**src/rtl/winner_policy_param.sv**
```systemverilog
// ---------------------------------------------------------------------------
// winner_policy_param
//
// Epsilon-greedy next-hop selector for a Q-routing node controller.
//
// A request on start (accepted only in IDLE) latches the routing inputs. The
// block then takes one of two paths:
//   explore : read the better-neighbour count from node memory, reduce the
//             random index modulo that count (one subtraction per cycle), then
//             read the neighbour ID at that table slot. Epsilon is decayed,
//             saturating at zero.
//   greedy  : compare the best neighbour Q against our own Q with a clear-win
//             ratio and, failing that, a hysteresis margin. Epsilon is passed
//             through unchanged.
// An empty neighbour table makes the explore path fall back to greedy.
//
// Ports
//   clock           in   rising-edge clock
//   nreset          in   asynchronous active-low reset
//   start           in   request, sampled in IDLE only
//   mode            in   0 greedy, 1/3 epsilon-greedy, 2 always explore
//   mybest          in   own best Q (12.4 fixed point)
//   bestvalue       in   best neighbour Q (12.4 fixed point)
//   besthop         in   hop ID belonging to bestvalue
//   bestneighbor_id in   ID of the best neighbour
//   my_node_id      in   this node's ID
//   epsilon         in   current exploration threshold
//   epsilon_step    in   decay applied per exploration
//   rand_in         in   free-running random word
//   mem_addr        out  node-memory read address
//   mem_rd_en       out  read strobe, data returned on mem_data next cycle
//   mem_data        in   node-memory read data
//   nexthop         out  selected hop (NO_HOP when none)
//   epsilon_next    out  epsilon after this decision
//   explored        out  last decision came from the explore path
//   busy            out  high whenever not IDLE
//   done            out  single-cycle completion pulse
// ---------------------------------------------------------------------------
module winner_policy_param #(
  parameter int WORD_WIDTH    = 16,
  parameter int IDX_WIDTH     = 4,
  parameter int MAX_NEIGHBORS = 16,
  parameter int BNC_ADDR      = 'h68C,
  parameter int BN_BASE_ADDR  = 'h668,
  parameter int ADDR_STRIDE   = 2,
  parameter int LO_COEF       = 1023,
  parameter int LO_FRAC       = 10,
  parameter int HI_COEF       = 33,
  parameter int HI_FRAC       = 15,
  parameter int NO_HOP        = 100
) (
  input  logic                  clock,
  input  logic                  nreset,
  input  logic                  start,
  input  logic [1:0]            mode,
  input  logic [WORD_WIDTH-1:0] mybest,
  input  logic [WORD_WIDTH-1:0] bestvalue,
  input  logic [WORD_WIDTH-1:0] besthop,
  input  logic [WORD_WIDTH-1:0] bestneighbor_id,
  input  logic [WORD_WIDTH-1:0] my_node_id,
  input  logic [WORD_WIDTH-1:0] epsilon,
  input  logic [WORD_WIDTH-1:0] epsilon_step,
  input  logic [WORD_WIDTH-1:0] rand_in,
  output logic [WORD_WIDTH-1:0] mem_addr,
  output logic                  mem_rd_en,
  input  logic [WORD_WIDTH-1:0] mem_data,
  output logic [WORD_WIDTH-1:0] nexthop,
  output logic [WORD_WIDTH-1:0] epsilon_next,
  output logic                  explored,
  output logic                  busy,
  output logic                  done
);

  // Constants narrowed to the data-path width once, here.
  localparam logic [WORD_WIDTH-1:0] BNC_W     = WORD_WIDTH'(BNC_ADDR);
  localparam logic [WORD_WIDTH-1:0] BN_BASE_W = WORD_WIDTH'(BN_BASE_ADDR);
  localparam logic [WORD_WIDTH-1:0] STRIDE_W  = WORD_WIDTH'(ADDR_STRIDE);
  localparam logic [WORD_WIDTH-1:0] MAXN_W    = WORD_WIDTH'(MAX_NEIGHBORS);
  localparam logic [WORD_WIDTH-1:0] NO_HOP_W  = WORD_WIDTH'(NO_HOP);

  // Comparison widths: the clear-win test works on WORD+LO_FRAC bits, the
  // hysteresis test needs one extra bit for the sum of two products.
  localparam int LW = WORD_WIDTH + LO_FRAC;
  localparam int HW = WORD_WIDTH + HI_FRAC + 1;

  typedef enum logic [3:0] {
    S_IDLE,
    S_DECIDE,
    S_WAIT_CNT,
    S_CAP_CNT,
    S_MOD,
    S_WAIT_NB,
    S_CAP_NB,
    S_GREEDY1,
    S_GREEDY2,
    S_DONE
  } state_t;

  state_t state_q, state_d;

  // Request inputs captured on acceptance.
  logic [IDX_WIDTH-1:0]  rand_q;
  logic [WORD_WIDTH-1:0] eps_q;
  logic [WORD_WIDTH-1:0] step_q;
  logic [WORD_WIDTH-1:0] mybest_q;
  logic [WORD_WIDTH-1:0] bestval_q;
  logic [WORD_WIDTH-1:0] besthop_q;
  logic [WORD_WIDTH-1:0] bnid_q;
  logic [WORD_WIDTH-1:0] myid_q;

  // Explore-path working registers.
  logic [WORD_WIDTH-1:0] cnt_q, cnt_d;
  logic [WORD_WIDTH-1:0] idx_q, idx_d;

  // Registered outputs.
  logic [WORD_WIDTH-1:0] mem_addr_q, mem_addr_d;
  logic                  mem_rd_en_q, mem_rd_en_d;
  logic [WORD_WIDTH-1:0] nexthop_q, nexthop_d;
  logic [WORD_WIDTH-1:0] eps_next_q, eps_next_d;
  logic                  explored_q, explored_d;
  logic                  busy_q, busy_d;
  logic                  done_q, done_d;

  logic                  load_w;
  logic [WORD_WIDTH-1:0] rand_slice_w;
  logic                  explore_w;
  logic [WORD_WIDTH-1:0] cnt_clamp_w;
  logic [LW-1:0]         lo_lhs_w, lo_rhs_w;
  logic [HW-1:0]         hi_lhs_w, hi_rhs_w;
  logic                  clear_win_w;
  logic                  hyst_win_w;
  logic [WORD_WIDTH-1:0] eps_decay_w;

  // Only the low IDX_WIDTH bits of the RNG word ever select anything.
  logic                  unused_rand_w;
  assign unused_rand_w = ^rand_in[WORD_WIDTH-1:IDX_WIDTH];

  assign load_w       = (state_q == S_IDLE) && start;
  assign rand_slice_w = WORD_WIDTH'(rand_q);

  // Mode 3 behaves exactly like mode 1.
  assign explore_w = (mode == 2'd2) || ((mode != 2'd0) && (rand_slice_w < eps_q));

  assign cnt_clamp_w = (mem_data > MAXN_W) ? MAXN_W : mem_data;

  // Clear win: bestvalue < LO_COEF/2^LO_FRAC * mybest, kept in integers.
  assign lo_lhs_w    = LW'(bestval_q) << LO_FRAC;
  assign lo_rhs_w    = LW'(mybest_q) * LW'(LO_COEF);
  assign clear_win_w = lo_lhs_w < lo_rhs_w;

  // Hysteresis: bestvalue < (1 + HI_COEF/2^HI_FRAC) * mybest, and never
  // route back through ourselves.
  assign hi_lhs_w   = HW'(bestval_q) << HI_FRAC;
  assign hi_rhs_w   = (HW'(mybest_q) << HI_FRAC) + HW'(mybest_q) * HW'(HI_COEF);
  assign hyst_win_w = (hi_lhs_w < hi_rhs_w) && (bnid_q != myid_q);

  assign eps_decay_w = (eps_q < step_q) ? '0 : (eps_q - step_q);

  // -------------------------------------------------------------------------
  // State register and all other flops
  // -------------------------------------------------------------------------
  always_ff @(posedge clock or negedge nreset) begin
    if (!nreset) begin
      state_q     <= S_IDLE;
      rand_q      <= '0;
      eps_q       <= '0;
      step_q      <= '0;
      mybest_q    <= '0;
      bestval_q   <= '0;
      besthop_q   <= '0;
      bnid_q      <= '0;
      myid_q      <= '0;
      cnt_q       <= '0;
      idx_q       <= '0;
      mem_addr_q  <= '0;
      mem_rd_en_q <= 1'b0;
      nexthop_q   <= NO_HOP_W;
      eps_next_q  <= '0;
      explored_q  <= 1'b0;
      busy_q      <= 1'b0;
      done_q      <= 1'b0;
    end else begin
      state_q     <= state_d;
      cnt_q       <= cnt_d;
      idx_q       <= idx_d;
      mem_addr_q  <= mem_addr_d;
      mem_rd_en_q <= mem_rd_en_d;
      nexthop_q   <= nexthop_d;
      eps_next_q  <= eps_next_d;
      explored_q  <= explored_d;
      busy_q      <= busy_d;
      done_q      <= done_d;
      if (load_w) begin
        rand_q    <= rand_in[IDX_WIDTH-1:0];
        eps_q     <= epsilon;
        step_q    <= epsilon_step;
        mybest_q  <= mybest;
        bestval_q <= bestvalue;
        besthop_q <= besthop;
        bnid_q    <= bestneighbor_id;
        myid_q    <= my_node_id;
      end
    end
  end

  // -------------------------------------------------------------------------
  // Next-state logic
  // -------------------------------------------------------------------------
  always_comb begin
    state_d = state_q;
    unique case (state_q)
      S_IDLE:     if (start) state_d = S_DECIDE;
      S_DECIDE:   state_d = explore_w ? S_WAIT_CNT : S_GREEDY1;
      S_WAIT_CNT: state_d = S_CAP_CNT;
      // An empty table leaves nothing to explore; fall back to greedy.
      S_CAP_CNT:  state_d = (cnt_clamp_w == '0) ? S_GREEDY1 : S_MOD;
      S_MOD:      if (idx_q < cnt_q) state_d = S_WAIT_NB;
      S_WAIT_NB:  state_d = S_CAP_NB;
      S_CAP_NB:   state_d = S_DONE;
      S_GREEDY1:  state_d = clear_win_w ? S_DONE : S_GREEDY2;
      S_GREEDY2:  state_d = S_DONE;
      S_DONE:     state_d = S_IDLE;
      default:    state_d = S_IDLE;
    endcase
  end

  // -------------------------------------------------------------------------
  // Output / data-path next values
  // -------------------------------------------------------------------------
  always_comb begin
    cnt_d       = cnt_q;
    idx_d       = idx_q;
    mem_addr_d  = mem_addr_q;
    mem_rd_en_d = 1'b0;
    nexthop_d   = nexthop_q;
    eps_next_d  = eps_next_q;
    explored_d  = explored_q;
    // Both status flags follow the state being entered, so they line up
    // with it on the same edge.
    busy_d      = (state_d != S_IDLE);
    done_d      = (state_d == S_DONE);

    unique case (state_q)
      S_DECIDE: begin
        if (explore_w) begin
          mem_addr_d  = BNC_W;
          mem_rd_en_d = 1'b1;
        end
      end
      S_CAP_CNT: begin
        cnt_d = cnt_clamp_w;
        idx_d = rand_slice_w;
      end
      S_MOD: begin
        // Modulo by repeated subtraction; the slice is small so the loop
        // is short and needs no divider.
        if (idx_q >= cnt_q) begin
          idx_d = idx_q - cnt_q;
        end else begin
          mem_addr_d  = BN_BASE_W + idx_q * STRIDE_W;
          mem_rd_en_d = 1'b1;
        end
      end
      S_CAP_NB: begin
        nexthop_d  = mem_data;
        explored_d = 1'b1;
        eps_next_d = eps_decay_w;
      end
      S_GREEDY1: begin
        if (clear_win_w) begin
          nexthop_d  = besthop_q;
          explored_d = 1'b0;
          eps_next_d = eps_q;
        end
      end
      S_GREEDY2: begin
        nexthop_d  = hyst_win_w ? besthop_q : NO_HOP_W;
        explored_d = 1'b0;
        eps_next_d = eps_q;
      end
      default: begin
      end
    endcase
  end

  assign mem_addr     = mem_addr_q;
  assign mem_rd_en    = mem_rd_en_q;
  assign nexthop      = nexthop_q;
  assign epsilon_next = eps_next_q;
  assign explored     = explored_q;
  assign busy         = busy_q;
  assign done         = done_q;

endmodule

```
**config.mk**
```make
export PLATFORM = sky130hd
export DESIGN_NAME = winner_policy_param
export DESIGN_NICKNAME = d
export VERILOG_FILES = /design/src/rtl/winner_policy_param.sv
export SDC_FILE = /design/constraint.sdc
export NUM_CORES = 1
export LEC_CHECK = 0
export CORE_ASPECT_RATIO = 0.7
export CORE_MARGIN = 5
export CORE_UTILIZATION = 30
export DETAILED_ROUTE_END_ITERATION = 8
export PLACE_DENSITY = 0.5
export SETUP_SLACK_MARGIN = 0.02
export SLEW_MARGIN = 10
export SYNTH_ARGS = -nofsm -noshare
export SYNTH_HDL_FRONTEND = slang
export SYNTH_SLANG_ARGS = --single-unit
```
**constraint.sdc**
```tcl
create_clock -name clock -period 20.4 [get_ports clock]
set_input_delay 3.06 -clock clock [delete_from_list [all_inputs] [get_ports clock]]
set_output_delay 3.06 -clock clock [all_outputs]
set_load 0.005 [all_outputs]
```
==> out/qor_table.md <==
| Item | Reported |
| --- | --- |
| Post-CTS clock slew at the launch and capture registers of the worst setup and hold paths | 0.06 ns |
| Result of the run | completed |
| Number of nets in the layout | 2114 |
| Syn Nets | 1928 |
| Max transition margin | 35.2% |
| Number of search-and-repair iterations in the first detailed-routing pass | 6 |
| Number of buffers inserted by port buffering | 187 |
| Worst Reg2Reg Path Length in Cells | 27 |
| Number of enable flip-flop cells after synthesis | 0 |
| Maximum number of pins on one net before global-route repair | 84 |
| Clock buffers created by TritonCTS | 25 |
| Count of state elements after synthesis | 203 |
| Fraction of synthesis flops using an asynchronous set or reset pin | 100% |
| Area share of the largest cell type after synthesis | 32.2% |
| Total inserted antenna cells | 0 |
| Layout cell share with drive strength beyond 1 | 11.4% |
| Share of synthesized area spent on multiplexers | 9.36% |
| Final ANT Viol Nets | 0 |
| Post-synthesis compound-gate area fraction | 12.1% |
| Maximum capacitance violations | 0 |
| Post-synth cell types | 63 |
| Dpl cell area | 18200 um^2 |
| Average detailed-routed wire length per instance | 18.7 um |
| Path category of the worst min-delay check | flop to flop |
| Number of buffers on the longest clock path | 3 |
| Wire length of the first global-routing pass | 69.7 mm |
| Vertical extent of the die | 201 um |
| Count of endpoints failing setup in the final report | 0 |
| Hold Violations, Final | 0 |
| Number of cell rows | 69 |
| Adder-cell share of the synthesized area | 25.9% |
| Number of top-level design ports | 201 |
| Count of mapped cells out of synthesis | 1510 |
| Top cells by area in the synthesized netlist | sky130_fd_sc_hd__dfrtp_1, sky130_fd_sc_hd__ha_1, sky130_fd_sc_hd__fa_1, sky130_fd_sc_hd__mux2_2, sky130_fd_sc_hd__inv_1 |
| Final worst-path setup slack | 11.65 ns |
| All-Layer GR Usage | 15.5% |
| Ratio of routed vias to standard cells | 4.81 |
| Type of element launching the critical path | flop |
| Setup repair after global routing missed its margin | false |
| CTS tree | done |
| Post-synthesis cell type with the largest combined area | sky130_fd_sc_hd__dfrtp_1 |
| Slew @ Worst Pin | 0.971 ns |
| Die area | 56600 um^2 |
| Maximum fanout along the worst path | 21 |
| Worst R2R End | busy$_DFF_PN0_ |
| Worst hold path startpoint | cnt_q[14]$_DFFE_PN0P_ |
| Vias in the first global route | 11941 |
| CTS Hold Bufs | 0 |
| Insertion delay to the later sink of the worst-skew pair | 0.56 ns |
| Post-synthesis to final-layout area growth | 22.1% |
| Number of placed instances, taps included | 2343 |
| FILL cells | 5067 |
| Final routed wirelength across all metal layers | 44.6 mm |
| Primary flip-flop cell chosen by synthesis mapping | sky130_fd_sc_hd__dfrtp_1 |
| Post-CTS Setup Inserts | 0 |
| Final Skew | 0.0417 ns |
| Final cycle utilization of the critical path | 42.9% |
| Post-synthesis cell area | 15600 um^2 |
| Critical path type | flop to flop |
| Critical R2R Launch | mybest_q[12]$_DFFE_PN0P_ |
| Die X-Extent | 282 um |
| Endpoint arrival time on the critical path | 9.20 ns |
| Flop-to-flop setup slack | 11.65 ns |
| Count of placed standard cells in the final layout, fillers left out | 2387 |
| Depth of the CTS H-tree | 1 |
| Max-slew violation count | 0 |
| Initial standard-cell utilization of the core | 30.5% |
| Congestion Overflow GR | 0 |
| Post-synthesis xor/xnor area fraction | 5.01% |
| Setup tns final | 0 ns |
| Largest family of logic cells by synthesized area | adder cells |
| Number of antenna violations at the first check in global routing | 1 |
| Clock period minus worst slack | 8.75 ns |
| DRC violation total after the first TritonRoute iteration | 818 |
| Most common cell in the netlist | sky130_fd_sc_hd__inv_1 |
| Instance count along the most critical hold path | 2 |
| Simple-gate share of the synthesized area | 9.06% |
| Syn_area_per_cell | 10.3 um^2 |
| # DRC | 0 |
| Standard cell core area | 51000 um^2 |
| Top cells by instance count after synthesis | sky130_fd_sc_hd__inv_1, sky130_fd_sc_hd__dfrtp_1, sky130_fd_sc_hd__ha_1 |
| Total non-filler cell area in the finished layout | 19000 um^2 |
| Master cell of the clock root buffer | sky130_fd_sc_hd__clkbuf_16 |
| WHS Endpoint | cnt_q[14]$_DFFE_PN0P_ |
| Vias after detailed routing | 11478 |
| Top achievable clock speed | 114 MHz |
| Cells resized by post-CTS repair | 0 |
| Sink count of the clock tree | 203 |
| Required time of the worst setup path | 20.85 ns |
| Post-detail-place hpwl | 35.4 mm |
| Portion of the post-synthesis area used by sequential elements | 32.7% |
| Endpoint type of the worst setup path | flop |
| Routability-driven placement congestion ratio | 0.879 |
| Number of warnings printed during yosys synthesis | 0 |
| Worst slack, placed | 11.63 ns |
worst max-delay path: stages (launching register included):
cell and delay [ns]:
sky130_fd_sc_hd__dfrtp_1 0.71, sky130_fd_sc_hd__inv_1 0.30, sky130_fd_sc_hd__fa_1 0.66, sky130_fd_sc_hd__inv_1 0.09
sky130_fd_sc_hd__fa_1 0.56, sky130_fd_sc_hd__fa_1 0.44, sky130_fd_sc_hd__fa_1 0.58, sky130_fd_sc_hd__inv_1 0.07
sky130_fd_sc_hd__fa_1 0.50, sky130_fd_sc_hd__inv_1 0.05, sky130_fd_sc_hd__ha_1 0.37, sky130_fd_sc_hd__a2111oi_0 0.38
sky130_fd_sc_hd__a31oi_1 0.30, sky130_fd_sc_hd__a211o_1 0.34, sky130_fd_sc_hd__a31oi_1 0.25, sky130_fd_sc_hd__o21bai_1 0.11
sky130_fd_sc_hd__xnor2_1 0.14, sky130_fd_sc_hd__ha_1 0.29, sky130_fd_sc_hd__nand4_1 0.11, sky130_fd_sc_hd__nor2_1 0.42
sky130_fd_sc_hd__o211ai_1 0.16, sky130_fd_sc_hd__nor4_1 0.30, sky130_fd_sc_hd__o2111ai_1 0.15, sky130_fd_sc_hd__o21ai_1 0.29
sky130_fd_sc_hd__and2b_1 0.19, sky130_fd_sc_hd__inv_1 0.34, sky130_fd_sc_hd__a211o_1 0.37, sky130_fd_sc_hd__nand2b_1 0.14
routing by layer:
layer	share of wire, %	vias up	track usage, %
li1	-	5576	-
met1	53	5579	25.1
met2	39	276	21.5
met3	6.4	45	3.12
met4	1.5	2	2.38
met5	0.027	-	0
worst max path at each step:
| stage | startpoint | endpoint | slack, ns | cells past startpoint |
|---|---|---|---|---|
| 3_5_place_dp | mybest_q[10]$_DFFE_PN0P_ | busy$_DFF_PN0_ | 11.63 | 27 |
| 3_3_place_gp | mybest_q[10]$_DFFE_PN0P_ | busy$_DFF_PN0_ | 11.56 | 27 |
| 4_1_cts | mybest_q[12]$_DFFE_PN0P_ | busy$_DFF_PN0_ | 11.56 | 27 |
| 6_report | mybest_q[12]$_DFFE_PN0P_ | busy$_DFF_PN0_ | 11.65 | 27 |
| 2_1_floorplan | mybest_q[10]$_DFFE_PN0P_ | nexthop[10]$_DFFE_PN0P_ | 13.49 | 27 |
| 5_1_grt | mybest_q[12]$_DFFE_PN0P_ | busy$_DFF_PN0_ | 11.07 | 27 |
final cells by class:
class,count,area [um^2],share of cell area (%)
Clock buffer,38,744,3.92
Clock inverter,6,57.6,0.303
Inverter,207,777,4.09
Multi-Input combinational cell,1065,9570,50.3
Sequential cell,203,5080,26.8
Tap cell,674,843,4.44
Timing Repair Buffer,194,1930,10.2
registers in the layout, summed over array words and instances (netlist names), 15 cells and up:
register and cells:
myid_q 16, mybest_q 16, nexthop 16, cnt_q 16
step_q 16, bestval_q 16, besthop_q 16, epsilon_next 16
bnid_q 16, eps_q 16, idx_q 16, mem_addr 15
through the flow:
stage / utilization [%] / hold WS (ns)
floorplan: - / 0.456
global placement: 35.7 / 0.479
finish: 37.2 / 0.496
detailed placement: 35.7 / 0.490
global route: 37.2 / 0.515
CTS: 37.2 / 0.504
cells in the final DEF, fill, tap and decap left out, types with 7 or more instances in the layout:
| cell type | netlist | layout |
|---|---|---|
| sky130_fd_sc_hd__mux2_2 | 124 | 124 |
| sky130_fd_sc_hd__dfrtp_1 | 200 | 200 |
| sky130_fd_sc_hd__fa_1 | 88 | 88 |
| sky130_fd_sc_hd__nor2_1 | 98 | 98 |
| sky130_fd_sc_hd__o21ai_0 | 54 | 54 |
| sky130_fd_sc_hd__clkbuf_8 | 0 | 7 |
| sky130_fd_sc_hd__o21a_1 | 13 | 13 |
| sky130_fd_sc_hd__nand4_1 | 19 | 19 |
| sky130_fd_sc_hd__nand2b_1 | 15 | 15 |
| sky130_fd_sc_hd__a221oi_1 | 15 | 15 |
| sky130_fd_sc_hd__a21o_1 | 43 | 43 |
| sky130_fd_sc_hd__clkbuf_16 | 0 | 25 |
| sky130_fd_sc_hd__xnor2_1 | 61 | 61 |
| sky130_fd_sc_hd__nand3_1 | 28 | 27 |
| sky130_fd_sc_hd__xor2_1 | 28 | 28 |
| sky130_fd_sc_hd__nor2b_1 | 14 | 14 |
| sky130_fd_sc_hd__clkdlybuf4s50_1 | 0 | 186 |
| sky130_fd_sc_hd__a211o_1 | 11 | 11 |
| sky130_fd_sc_hd__or3_1 | 9 | 9 |
| sky130_fd_sc_hd__a21oi_1 | 61 | 61 |
| sky130_fd_sc_hd__o22ai_1 | 9 | 9 |
| sky130_fd_sc_hd__buf_4 | 1 | 7 |
| sky130_fd_sc_hd__nand2_1 | 61 | 61 |
| sky130_fd_sc_hd__a31oi_1 | 13 | 13 |
| sky130_fd_sc_hd__inv_1 | 207 | 207 |
| sky130_fd_sc_hd__o21ai_2 | 10 | 10 |
| sky130_fd_sc_hd__ha_1 | 181 | 181 |
| sky130_fd_sc_hd__a22oi_1 | 13 | 13 |
| sky130_fd_sc_hd__nor3_1 | 18 | 18 |
cell families after synthesis:
group | after synthesis
compound gates | 281
xor+xnor | 89
fa+ha+maj | 269
buf+inv | 242
flops | 203
mux | 130
other cells | 1
simple gates | 295
Power is not shown: default switching activity piles up to over one toggle a cycle in this logic, so the estimate is an artifact.
==> patch 1: new RTL, same settings <==
`LO_FRAC`: 10 -> 5.
--- a/src/rtl/winner_policy_param.sv
+++ b/src/rtl/winner_policy_param.sv
@@ -45,5 +45,5 @@
   parameter int ADDR_STRIDE   = 2,
   parameter int LO_COEF       = 1023,
-  parameter int LO_FRAC       = 10,
+  parameter int LO_FRAC       = 5,
   parameter int HI_COEF       = 33,
   parameter int HI_FRAC       = 15,
Behaviour: not the same (a bounded check fails within 4 cycles, from zero or initial values and one cycle with nreset low).
==> patch 1 against the unedited design <==
Non-clock buffer count rose by 4; synthesized cell count fell by 4.2%; worst setup slack got worse by 180 ps; wire length fell by 3.3%; synthesized area fell by 3.0%; first-iteration DRC count fell by 27%; critical path type unchanged; die area fell by 2.8%; sequential cell count did not move; critical endpoint is now nexthop[1]; global-route usage rose by 0.069 points; cell area fell by 2.4%.
Power is left out: the tool's default activity adds up to more than one toggle a clock period on the data nets, which glitch-free logic cannot reach.
==> patch 1: results (changes against the unedited design) <==
Run status
  – Status: finished, final reports clean

Placed design
  – DP Wirelength: 34.5 mm (-2.5%)
  – RD Place Congestion: 0.873 (-0.74%)
  – Buffers on Ports: 187 (unchanged)

Route
  – DRT Pass-1 Iters: 5 (-1)
  – Vias per cell: 4.87 (+1.2%)
  – WL final: 43.2 mm (-3.3%)
  – 1st-iter DRT viols: 600 (-27%)

Global routing
  – Initial antenna violation count: 6 (+5)
  – Vias in the first global route: 11,600 (-3.2%)
  – Largest net degree at the start of global routing: 73 (-13%)
  – First-pass GRT wire length: 68.4 mm (-1.9%)
  – Tot GR Track Use: 15.6% (+0.069 points)

Worst hold path
  – Worst hold path type: register to register

Clocking
  – Inserted Clock Buffers: 24 (-4.0%)
  – Longest Clk Path Bufs: 3 (unchanged)
  – Setup bufs post-CTS: 0 (unchanged)
  – Clock slew at reported path FFs: 60 ps (about the same)
  – H-tree levels: 1 (unchanged)
  – Skew-Pair Late Insertion Delay: 540 ps (-20 ps)
  – Resized cells post-CTS: 0 (unchanged)
  – Clock root cell: clkbuf_16

Yosys
  – Post-synthesis cell type count: 78 (+24%)
  – Seq/Total Area, Yosys: 33.7% (+1.0 points)
  – Post-Syn Nets: 1,838 (-4.7%)
  – Top cells by count, synth: dfrtp_1, inv_1, ha_1, mux2_2, fa_1
  – Synth warn: 0 (unchanged)
  – Top post-synthesis cells by area: dfrtp_1, ha_1, fa_1

Setup path
  – Slowest-stage cell, CP: o21ai_2
  – Worst Path Arrival: 9390 ps (+190 ps)
  – Critical path fanouts, max: 26 (+24%)
  – Kind of critical path: register to register
  – Crit-path max cell delay: 740 ps (+30 ps)

Timing
  – Rel. slew slack: 35.6% (+0.35 points)
  – Clock Skews: 22.8 ps (-18.9 ps)

Final layout
  – Final net count: 2,023 (-4.3%)
  – Share of post-route cells with drive strength above 1: 11.5% (+0.027 points)
==> patch 1: layout make-up <==
type,count,area [sq um]
Tap cell,665,832
Sequential cell,203,5080
Antenna cell,1,2.50
Timing Repair Buffer,198,1960
Inverter,187,702
Fill cell,4932,31000
Multi-Input combinational cell,1017,9160
Clock buffer,33,716
Clock inverter,10,80.1
==> patch 1: cells by family after synthesis <==
family	Yosys count	share of synthesized area, %
adder cells (fa/ha/maj)	243	24.3
AO/OA/AOI/OAI	293	13.1
buffers and inverters	226	5.76
other	1	0.0248
flip-flops	203	33.7
XOR/XNOR	87	5.05
multiplexers	125	9.30
AND/OR/NAND/NOR	268	8.83
==> patch 1: metal layers <==
| metal | global-route usage (%) | up-vias | share of wire (%) |
|---|---|---|---|
| li1 | - | 5433 | - |
| met1 | 23.9 | 5546 | 52 |
| met2 | 22.4 | 229 | 40 |
| met3 | 4.46 | 40 | 6.6 |
| met4 | 1.98 | 10 | 1.3 |
| met5 | 0 | - | 0.15 |
==> patch 1: final timing paths <==
path	start	endpoint	slack, ps	cells after the start
setup / recovery	mybest_q[9]	nexthop[1]	11470	26
hold / removal	besthop_q[8]	nexthop[8]	460	1
setup reg to reg	mybest_q[9]	nexthop[1]	11470	26
hold reg to reg	besthop_q[8]	nexthop[8]	460	1
max in group asynchronous	nreset	epsilon_next[4]	16590	2
min in group asynchronous	nreset	idx_q[9]	2500	1
==> patch 1: through the flow <==
stage               area [sq um]  utilization [%]  hold WS [ps]  cells  worst slack, ps
floorplan                  15100                -           444   1446            13590
detailed placement         17700             35.8           457   2270            11570
global route               18500             37.4           483   2313            11090
CTS                        18500             37.4           464   2313            11500
global placement           17700             35.8           452   2270            11630
finish                     18500             37.4           462   2314            11470
==> patch 1: critical path: cells and delay by family (launching register included) <==
kind / cells / cell delay [ps]
simple gates: 5 / 1070
buf+inv: 5 / 730
compound gates: 9 / 3000
flops: 1 / 620
fa+ha+maj: 7 / 3400
==> patch 2: new RTL, config.mk and constraints unchanged <==
Without the edit above. Reset style: synchronous (`nreset`), changed in one clocked block. Comments in the files are not updated.
--- a/src/rtl/winner_policy_param.sv
+++ b/src/rtl/winner_policy_param.sv
@@ -160,5 +160,5 @@
   // State register and all other flops
   // -------------------------------------------------------------------------
-  always_ff @(posedge clock or negedge nreset) begin
+  always_ff @(posedge clock) begin
     if (!nreset) begin
       state_q     <= S_IDLE;
Check against the original RTL: not equivalent (a bounded check fails within 4 cycles, from zero or initial values and one cycle with nreset low; the reset may be asserted at any time).
==> patch 2 against the unedited design <==
Utilization shrank 0.28 points; cell area down 4.4%; synthesized area shrank 4.5%; critical endpoint is now nexthop[14]; worst setup slack lost 480 ps; wire length increased by 3.3%; sequential share of layout area is 4.4 points lower; sequential cell count stayed put; critical path type unchanged.
Power is left out: it rests on default switching activity, and per cell area and clock period it moved more than threefold.
==> patch 2: results (changes against the unedited design) <==
Yosys
  – Top cells by count, synth: nand2_1, inv_1, dfxtp_1, a21oi_1, ha_1
  – Post-Synth Adder-Cell Area: 27.1% (+1.2 points)
  – Mux cell area share after synthesis: 0.817% (-8.5 points)
  – Compound-Gate Fraction of Synth Area: 16.6% (+4.5 points)
  – Ys async rst share: 0% (-100 points)
  – Post-synthesis cell type count: 70 (+11%)
  – Post-Syn Nets: 2,200 (+14%)
  – Synth Area in XOR/XNOR: 5.24% (+0.24 points)
  – Top post-synthesis cells by area: dfxtp_1, ha_1, fa_1
  – Seq/Total Area, Yosys: 27.3% (-5.3 points)
  – Most common flop cell mapped by yosys: dfxtp_1
  – Synth warn: 0 (unchanged)

Clocking
  – Skew-Pair Late Insertion Delay: 540 ps (-20 ps)
  – Clock root cell: clkbuf_16
  – Clock slew at reported path FFs: 60 ps (about the same)
  – Resized cells post-CTS: 0 (unchanged)
  – Inserted Clock Buffers: 24 (-4.0%)
  – Longest Clk Path Bufs: 3 (unchanged)

Route
  – Vias per cell: 4.83 (+0.49%)
  – WL final: 46.1 mm (+3.3%)
  – DRT Pass-1 Iters: 5 (-1)
  – 1st-iter DRT viols: 764 (-6.6%)

Final layout
  – Final net count: 2,360 (+12%)
  – Ant. Diodes: 0 (unchanged)
  – Share of post-route cells with drive strength above 1: 3.83% (-7.6 points)

Placed design
  – Placed cell areas: 17,400 sq um (-4.3%)
  – RD Place Congestion: 0.870 (-1.1%)
  – DP Wirelength: 36.2 mm (+2.4%)

Run status
  – Status: finished, final reports clean

Worst hold path
  – Worst hold path type: register to register

Global routing
  – Initial antenna violation count: 4 (+3)
  – First-pass GRT wire length: 72.7 mm (+4.2%)
  – Vias in the first global route: 12,800 (+7.3%)
  – Largest net degree at the start of global routing: 92 (+9.5%)
  – Tot GR Track Use: 16.6% (+1.1 points)

Setup path
  – Reg2Reg Depth: 29 (+7.4%)
  – Crit-path max cell delay: 820 ps (+110 ps)
  – Slowest-stage cell, CP: nor2_1
  – Worst Path Arrival: 9660 ps (+460 ps)
  – Critical path fanouts, max: 39 (+86%)

Timing
  – Clock Skews: 30.8 ps (-10.9 ps)
  – Worst Tran Pin Value: 1160 ps (+190 ps)
## patch 2: changes by cell type after synthesis, moves of 10 or more
cell      before  now
and3_1         5   17
dfxtp_1        0  203
a21oi_1       61  199
a22oi_1       13   26
mux2_2       124    1
a221oi_1      15    0
nor2_1        98   67
o21ai_2       10    0
clkbuf_1      30   55
a21o_1        43   20
dfrtp_1      200    0
nand2_1       61  304
## patch 2: stage by stage
stage,setup WS [ps],cells
after floorplan,13080,1782
after global placement,11300,2581
after detailed placement,11180,2581
after CTS,11100,2621
after global routing,10430,2621
final,11170,2621
## patch 2: logic make-up after synthesis
kind of cell / Yosys count
and+or+nand+nor: 530
xor gates and xnor gates: 89
adders and majority gates: 269
muxes: 12
AOI/OAI and AO/OA: 405
other: 1
DFF: 203
buffers and inverters: 273
## patch 2: per-layer routing
layer  part of all wire (%)  GRT usage [%]  vias up
met5                   0.12              0        -
met4                    2.1           3.51        8
met3                    6.3           3.40       64
met2                     41           25.0      318
met1                     51           24.7     5937
li1                       -              -     6338
## patch 2: final timing paths
path / start / end / slack [ps]
worst min register to register: besthop_q[1] / besthop_q[1] / 450
worst max register to register: mybest_q[11] / nexthop[14] / 11170
worst max-delay path: mybest_q[11] / nexthop[14] / 11170
worst min-delay path: besthop_q[1] / besthop_q[1] / 450
## patch 2: cell type report
| class | instances | area (sq um) |
|---|---|---|
| flip-flops and latches | 203 | 4060 |
| clock inverters | 5 | 35.0 |
| fillers | 5121 | 31000 |
| inverters | 205 | 772 |
| multi-input cells | 1306 | 9770 |
| well taps | 665 | 832 |
| clock buffers | 35 | 723 |
| repair buffers | 202 | 1980 |
## patch 2: worst min-delay path: cells and delay by family, from the launching register on
family	cells	cell delay, ps
AO/OA/AOI/OAI	1	50
AND/OR/NAND/NOR	1	50
flip-flops	1	300
